**src/rtl/sdram_byte_requester_if.sv**
```systemverilog
//------------------------------------------------------------------------------
// sdram_byte_requester_if
// Client byte request / read response bundle between the VDP arbiter and the
// SDRAM byte requester.
// Rev 1.0
//------------------------------------------------------------------------------
`default_nettype none

interface sdram_byte_requester_if #(
    parameter int ADDR_WIDTH = 23
) ();
    logic                  req_valid;
    logic                  req_ready;
    logic                  req_wr;
    logic [ADDR_WIDTH-1:0] req_addr;
    logic [7:0]            req_wdata;
    logic                  rsp_valid;
    logic [7:0]            rsp_rdata;

    modport master (
        output req_valid, req_wr, req_addr, req_wdata,
        input  req_ready, rsp_valid, rsp_rdata
    );

    modport slave (
        input  req_valid, req_wr, req_addr, req_wdata,
        output req_ready, rsp_valid, rsp_rdata
    );
endinterface

`default_nettype wire

```
**src/rtl/sdram_byte_requester.sv**
```systemverilog
//------------------------------------------------------------------------------
// sdram_byte_requester
// Byte-request front end for the SDRAM controller with auto-refresh scheduling.
// Rev 1.0
//------------------------------------------------------------------------------
`default_nettype none

module sdram_byte_requester #(
    parameter int REFRESH_INTERVAL = 1500,
    parameter int ADDR_WIDTH       = 23
) (
    input  logic                  clk,
    input  logic                  reset,
    sdram_byte_requester_if.slave req,
    output logic                  refresh_miss,
    output logic                  sdram_rd,
    output logic                  sdram_wr,
    output logic                  sdram_refresh,
    output logic [ADDR_WIDTH-1:0] sdram_addr,
    output logic [31:0]           sdram_din32,
    output logic [3:0]            sdram_wdm,
    input  logic [31:0]           sdram_dout32,
    input  logic                  sdram_data_ready,
    input  logic                  sdram_busy,
    input  logic                  sdram_enabled
);
    localparam int CNT_W = $clog2(REFRESH_INTERVAL);

    typedef enum logic [2:0] {
        WAIT_EN   = 3'd0,
        IDLE      = 3'd1,
        ISSUE     = 3'd2,
        WAIT_BUSY = 3'd3,
        WAIT_DONE = 3'd4
    } state_t;

    state_t                state;
    state_t                state_next;
    logic                  ready;
    logic                  accept;
    logic [ADDR_WIDTH-1:0] addr_q;
    logic                  wr_q;
    logic [7:0]            wdata_q;
    logic [1:0]            lane_q;
    logic [3:0]            wdm_q;
    logic                  rd_pending;
    logic                  rsp_valid_q;
    logic [7:0]            rsp_rdata_q;
    logic [CNT_W-1:0]      refresh_cnt;
    logic                  refresh_pending;
    logic                  refresh_wrap;

    always_ff @(posedge clk) begin
        if (reset) begin
            state <= WAIT_EN;
        end else begin
            state <= state_next;
        end
    end

    always_comb begin
        state_next    = state;
        ready         = 1'b0;
        sdram_rd      = 1'b0;
        sdram_wr      = 1'b0;
        sdram_refresh = 1'b0;
        case (state)
            WAIT_EN: begin
                if (sdram_enabled && !sdram_busy) state_next = IDLE;
            end
            IDLE: begin
                // A pending refresh blocks new client requests until it is issued.
                if (refresh_pending) begin
                    if (!sdram_busy) begin
                        sdram_refresh = 1'b1;
                        state_next    = WAIT_BUSY;
                    end
                end else begin
                    ready = !sdram_busy;
                    if (!sdram_busy && req.req_valid) state_next = ISSUE;
                end
            end
            ISSUE: begin
                sdram_rd   = !wr_q;
                sdram_wr   = wr_q;
                state_next = WAIT_BUSY;
            end
            WAIT_BUSY: begin
                if (sdram_busy) state_next = WAIT_DONE;
            end
            WAIT_DONE: begin
                if (!sdram_busy) state_next = IDLE;
            end
            default: state_next = WAIT_EN;
        endcase
    end

    assign accept = ready && req.req_valid;

    always_ff @(posedge clk) begin
        if (reset) begin
            addr_q      <= '0;
            wr_q        <= 1'b0;
            wdata_q     <= 8'h00;
            lane_q      <= 2'b00;
            wdm_q       <= 4'b1111;
            rd_pending  <= 1'b0;
            rsp_valid_q <= 1'b0;
            rsp_rdata_q <= 8'h00;
        end else begin
            rsp_valid_q <= 1'b0;
            if (accept) begin
                addr_q     <= req.req_addr;
                wr_q       <= req.req_wr;
                wdata_q    <= req.req_wdata;
                lane_q     <= req.req_addr[1:0];
                wdm_q      <= req.req_wr ? ~(4'b0001 << req.req_addr[1:0]) : 4'b0000;
                rd_pending <= !req.req_wr;
            end
            // Only the first data_ready of a read is taken; later ones are ignored.
            if (rd_pending && sdram_data_ready &&
                (state == WAIT_BUSY || state == WAIT_DONE)) begin
                rsp_rdata_q <= sdram_dout32[{lane_q, 3'b000} +: 8];
                rsp_valid_q <= 1'b1;
                rd_pending  <= 1'b0;
            end
            if (state == WAIT_DONE && !sdram_busy) begin
                wdm_q      <= 4'b1111;
                rd_pending <= 1'b0;
            end
        end
    end

    assign refresh_wrap = (refresh_cnt == CNT_W'(REFRESH_INTERVAL - 1));

    always_ff @(posedge clk) begin
        if (reset) begin
            refresh_cnt     <= '0;
            refresh_pending <= 1'b0;
            refresh_miss    <= 1'b0;
        end else begin
            refresh_miss <= 1'b0;
            if (state == WAIT_EN) begin
                refresh_cnt <= '0;
            end else if (refresh_wrap) begin
                // A refresh issued on the wrap cycle is not a miss; the new one queues.
                refresh_cnt     <= '0;
                refresh_pending <= 1'b1;
                refresh_miss    <= refresh_pending && !sdram_refresh;
            end else begin
                refresh_cnt <= refresh_cnt + CNT_W'(1);
                if (sdram_refresh) refresh_pending <= 1'b0;
            end
        end
    end

    assign req.req_ready = ready;
    assign req.rsp_valid = rsp_valid_q;
    assign req.rsp_rdata = rsp_rdata_q;
    assign sdram_addr    = addr_q;
    assign sdram_din32   = {4{wdata_q}};
    assign sdram_wdm     = wdm_q;

endmodule

`default_nettype wire
```
**src/flat_wrapper.sv**
```systemverilog
// flat-port wrapper written by rule: the top's interface ports become plain ports
module sdram_byte_requester_flat 
#(
    parameter int REFRESH_INTERVAL = 1500,
    parameter int ADDR_WIDTH       = 23
)
  (clk, reset, refresh_miss, sdram_rd, sdram_wr, sdram_refresh, sdram_addr, sdram_din32, sdram_wdm, sdram_dout32, sdram_data_ready, sdram_busy, sdram_enabled, req_req_valid, req_req_wr, req_req_addr, req_req_wdata, req_req_ready, req_rsp_valid, req_rsp_rdata);
  sdram_byte_requester_if #(.ADDR_WIDTH(ADDR_WIDTH)) req_i ();
  input  logic clk;
  input  logic reset;
  output logic refresh_miss;
  output logic sdram_rd;
  output logic sdram_wr;
  output logic sdram_refresh;
  output logic [ADDR_WIDTH-1:0] sdram_addr;
  output logic [31:0] sdram_din32;
  output logic [3:0] sdram_wdm;
  input  logic [31:0] sdram_dout32;
  input  logic sdram_data_ready;
  input  logic sdram_busy;
  input  logic sdram_enabled;
  input wire logic [$bits(req_i.req_valid)-1:0] req_req_valid;
  input wire logic [$bits(req_i.req_wr)-1:0] req_req_wr;
  input wire logic [$bits(req_i.req_addr)-1:0] req_req_addr;
  input wire logic [$bits(req_i.req_wdata)-1:0] req_req_wdata;
  output wire logic [$bits(req_i.req_ready)-1:0] req_req_ready;
  output wire logic [$bits(req_i.rsp_valid)-1:0] req_rsp_valid;
  output wire logic [$bits(req_i.rsp_rdata)-1:0] req_rsp_rdata;
  assign req_i.req_valid = req_req_valid;
  assign req_i.req_wr = req_req_wr;
  assign req_i.req_addr = req_req_addr;
  assign req_i.req_wdata = req_req_wdata;
  assign req_req_ready = req_i.req_ready;
  assign req_rsp_valid = req_i.rsp_valid;
  assign req_rsp_rdata = req_i.rsp_rdata;
  sdram_byte_requester #(.REFRESH_INTERVAL(REFRESH_INTERVAL), .ADDR_WIDTH(ADDR_WIDTH)) u_core (.clk(clk), .reset(reset), .req(req_i), .refresh_miss(refresh_miss), .sdram_rd(sdram_rd), .sdram_wr(sdram_wr), .sdram_refresh(sdram_refresh), .sdram_addr(sdram_addr), .sdram_din32(sdram_din32), .sdram_wdm(sdram_wdm), .sdram_dout32(sdram_dout32), .sdram_data_ready(sdram_data_ready), .sdram_busy(sdram_busy), .sdram_enabled(sdram_enabled));
endmodule
```
**config.mk**
```make
export PLATFORM = sky130hd
export DESIGN_NAME = sdram_byte_requester_flat
export DESIGN_NICKNAME = d
export VERILOG_FILES = /design/src/rtl/sdram_byte_requester_if.sv /design/src/rtl/sdram_byte_requester.sv /design/src/flat_wrapper.sv
export SDC_FILE = /design/constraint.sdc
export NUM_CORES = 1
export LEC_CHECK = 0
export BUFFER_PORTS_ARGS = -buffer_cell sky130_fd_sc_hd__buf_2
export CORE_UTILIZATION = 45
export DETAILED_ROUTE_END_ITERATION = 8
export PLACE_DENSITY = 0.85
export SYNTH_ARGS = -nofsm -noshare
export SYNTH_HDL_FRONTEND = slang
export SYNTH_SLANG_ARGS = --single-unit
```
**constraint.sdc**
```tcl
create_clock -name clk -period 2.01 [get_ports clk]
set_clock_uncertainty 0.1 [all_clocks]
set_input_delay 0.3015 -clock clk [delete_from_list [all_inputs] [get_ports clk]]
set_output_delay 0.3015 -clock clk [all_outputs]
set_load 0.01 [all_outputs]
```
==> results.md <==
Run status:
- The run finished with clean final reports.

Routing:
- The first-pass iteration count of the detailed router is 4.
- The initial DRC count is 98.
- Summing over every cut layer, the via total after detailed routing is 2599.
- The total routed wirelength is 6470 um.
- The number of nets still failing antenna checks after routing is 0.
- After detailed routing, the number of remaining DRC violations is 0.
- In the final routed layout, each cell accounts on average for around 13 um.
- After detailed routing, the number of vias per cell comes to 5.04.

Global route:
- The maximum number of pins on one net before global-route repair is 39.
- The global-route usage over all layers is 0.200.
- Summed over all layers, the global routing overflow is 0.
- The first global-routing pass estimated 9900 um of wire.
- The number of antenna violations at the first check in global routing is 0.
- The via count of the first global-routing pass was 2215.

STA:
- Setup repair after global routing left no endpoint under its margin.
- The count of final setup violators is 0.
- The final number of hold-violating endpoints is 0.
- Static timing analysis puts the maximum clock frequency at about 0.55 GHz.
- The count of final max-slew check failures is 0.
- The minimum clock period is approximately 1.8 ns.
- The post-route clock period utilization is 0.898.
- The tightest hold path in the finished design has a slack of 0.113 ns.
- The worst pin sits at a relative slew slack of 0.643.
- The final-layout setup total negative slack is 0 ns.
- For the pin with the worst max-slew slack, the measured transition is 0.535 ns.

Power:
- The design draws 2510 uW.
- VDD sags by at most 523 uV.
- In this run the static leakage power is about 0.0016 uW.
- The total power per unit cell area is approximately 710 nW/um^2.

Placed design:
- The half-perimeter wire length after placement is 4740 um.
- In this run the tool buffered the top-level ports with roughly 140 buffer cells.
- The congestion estimate from routability-driven global placement came to 0.734.
- The placed cell count is around 500.

Setup path:
- The signal on the critical path passes through buf_4, nor2b_1, nand2_1, nor2_1, buf_2.
- The highest cell delay on the worst timing path is 0.40 ns.
- The sort of element at the end of the critical path is an output port.
- The highest net fanout along the worst path is 7.
- The critical path class is reg -> out.
- The data required time of the worst path is approximately 1.6 ns.
- STA puts the critical path data arrival time at 1.40 ns.
- Counting both buffers and inverters, the worst setup path holds a total of 2.
- The slowest cell on the critical path is sky130_fd_sc_hd__dfxtp_1.
- The kind of cell adding the most delay to the critical path is flip-flops.
- The worst setup path is launched from a flop.

Floorplan:
- The starting utilization of the core area is 0.469.
- The number of top-level pins is 143.
- The vertical extent of the die is 80.5 um.
- The chip width is about 81 um.
- Row generation in the floorplan step produced 28 rows.
- The core footprint is 5920 um^2.
- The die footprint is between 6000 and 7000 um^2.

Clocking:
- The clock tree root driver cell is sky130_fd_sc_hd__clkbuf_8.
- The number of buffers created by CTS is 9.
- Clock-pin slew was measured on the worst setup and hold paths at ~0.060 ns.
- Post-CTS timing repair inserted 0 buffers for setup.
- The number of buffers between clock root and the deepest sink is 2.
- Clock tree synthesis found a total of 62 sinks.
- The quantity of hold-fixing buffers added after cts is 0.
- The H-tree level count is 3.
- Clock latency on the worst-skew pair, taken at its later pin, is between 0.3 and 0.4 ns.
- TritonCTS built the clock tree.

Logic synthesis:
- The synthesized design contains 62 register bits.
- The cell area that synthesis handed to floorplanning was about 2800 um^2.
- The mean cell area of the mapped netlist is 8.59 um^2.
- In the synthesized netlist the dominant register cell turns out to be sky130_fd_sc_hd__dfxtp_1.
- For this run, the register share of the synthesized area comes to 0.447.
- The number of enable flip-flop cells after synthesis is 0.
- Synthesis produced 323 cells.
- Yosys mapped the design onto 33 distinct sky130hd cell types.
- For this run, the number of Yosys warnings is 0.
- The post-synthesis async set-or-reset flop share is 0.
- The post-synthesis net count is 394.

Layout:
- The utilization after layout is 0.595.
- The finished layout holds 516 standard cells, fillers aside.
- The total number of nets in the final design is 510.
- In the final layout, the share of cells above drive strength 1 is 0.395.
- Relative to the synthesized area, the layout overhead comes to 27.0%.
- The antenna cell count is 0.

Job:
- The number of maximum-capacitance constraint violations is 0.

Min path:
- The path type of the worst min-delay path is in -> reg.
## final timing paths
path	endpoint	slack [ns]	depth (start not counted)	start
min reg2reg	u_core.sdram_addr[19]	0.35	2	u_core.sdram_addr[19]
max	req_req_ready	0.21	5	u_core.state[0]
max reg2reg	u_core.req.rsp_rdata[6]	0.22	5	u_core.state[2]
min	u_core.sdram_addr[19]	0.11	3	req_req_addr[19]
## logic make-up after synthesis
| kind of cell | share of synthesized area |
|---|---|
| and+or+nand+nor | 0.212 |
| adders and majority gates | 0.00451 |
| DFF | 0.447 |
| xor gates and xnor gates | 0.0284 |
| AOI/OAI and AO/OA | 0.100 |
| muxes | 0.0938 |
| buffers and inverters | 0.113 |
## Yosys cell counts (2+ instances only)
cell type,count,area share
sky130_fd_sc_hd__a21oi_1,33,0.060
sky130_fd_sc_hd__a31oi_1,2,0.0045
sky130_fd_sc_hd__and2_1,3,0.0068
sky130_fd_sc_hd__buf_2,5,0.0090
sky130_fd_sc_hd__buf_4,29,0.078
sky130_fd_sc_hd__clkbuf_1,8,0.011
sky130_fd_sc_hd__dfxtp_1,62,0.45
sky130_fd_sc_hd__inv_1,7,0.0095
sky130_fd_sc_hd__mux2i_1,8,0.029
sky130_fd_sc_hd__mux4_2,8,0.065
sky130_fd_sc_hd__nand2_1,76,0.10
sky130_fd_sc_hd__nand2b_1,2,0.0045
sky130_fd_sc_hd__nand3_1,6,0.011
sky130_fd_sc_hd__nand3b_1,3,0.0081
sky130_fd_sc_hd__nor2_1,29,0.039
sky130_fd_sc_hd__nor2b_1,3,0.0068
sky130_fd_sc_hd__nor3_1,5,0.0090
sky130_fd_sc_hd__nor4b_1,4,0.013
sky130_fd_sc_hd__o211ai_1,4,0.011
sky130_fd_sc_hd__o21ai_0,5,0.0090
sky130_fd_sc_hd__o21ba_2,2,0.0072
sky130_fd_sc_hd__xnor2_1,7,0.022
sky130_fd_sc_hd__xor2_1,2,0.0063
## area by class of cell
type	count	area, um^2
inverters	7	26.3
well taps	75	93.8
clock buffers	11	151
clock inverters	2	10.0
flip-flops and latches	62	1240
multi-input cells	210	1220
fillers	542	2400
repair buffers	149	776
## layout by cell type (no fill, tap or decap), types with 6 or more instances in the layout
cell	n
sky130_fd_sc_hd__buf_2	142
sky130_fd_sc_hd__nand2_1	76
sky130_fd_sc_hd__dfxtp_1	62
sky130_fd_sc_hd__a21oi_1	33
sky130_fd_sc_hd__nor2_1	29
sky130_fd_sc_hd__clkbuf_8	11
sky130_fd_sc_hd__mux4_2	8
sky130_fd_sc_hd__mux2i_1	8
sky130_fd_sc_hd__inv_1	7
sky130_fd_sc_hd__xnor2_1	7
sky130_fd_sc_hd__nand3_1	6
sky130_fd_sc_hd__buf_4	6
## what timing repair did
action                                  4_1_cts  5_1_grt
endpoints found under the setup margin        0        1
gates resized for setup                       0        1
hold endpoints to repair                      0        0
## worst register-to-register path: stages (launching register included)
cell                      delay, ns
sky130_fd_sc_hd__dfxtp_1       0.53
sky130_fd_sc_hd__or3b_1        0.41
sky130_fd_sc_hd__a21oi_2       0.12
sky130_fd_sc_hd__buf_4         0.20
sky130_fd_sc_hd__mux2i_1       0.22
sky130_fd_sc_hd__nor2_1        0.07
## per-layer routing
metal | up-vias | GRT usage | part of all wire
met1 | 1213 | 0.209 | 0.40
met5 | - | 0 | 0
li1 | 1280 | - | -
met2 | 98 | 0.359 | 0.53
met3 | 8 | 0.0580 | 0.063
met4 | 0 | 0.102 | 0.011
## power breakdown
part	total [uW]	internal, uW	switching (uW)
Sequential	1290	1260	27.6
Clock	914	490	424
Combinational	309	151	158
## through the flow
| stage | worst slack (ns) | instance area (um^2) |
|---|---|---|
| 3_5_place_dp | 0.227 | 3360 |
| 3_3_place_gp | 0.318 | 3360 |
| 4_1_cts | 0.106 | 3520 |
| 2_1_floorplan | 0.467 | 2770 |
| 6_report | 0.206 | 3520 |
| 5_1_grt | 0.0166 | 3520 |
## state kept, by name, indices dropped and copies added, names as in the netlist
signal / flops
u_core.lane_q: 1
u_core.rd_pending: 1
u_core.refresh_cnt: 11
u_core.refresh_miss: 1
u_core.refresh_pending: 1
u_core.req.rsp_rdata: 8
u_core.req.rsp_valid: 1
u_core.sdram_addr: 22
u_core.sdram_wdm: 4
u_core.state: 3
u_core.wdata_q: 8
u_core.wr_q: 1
Note: power is estimated with default switching activity, not from simulation.
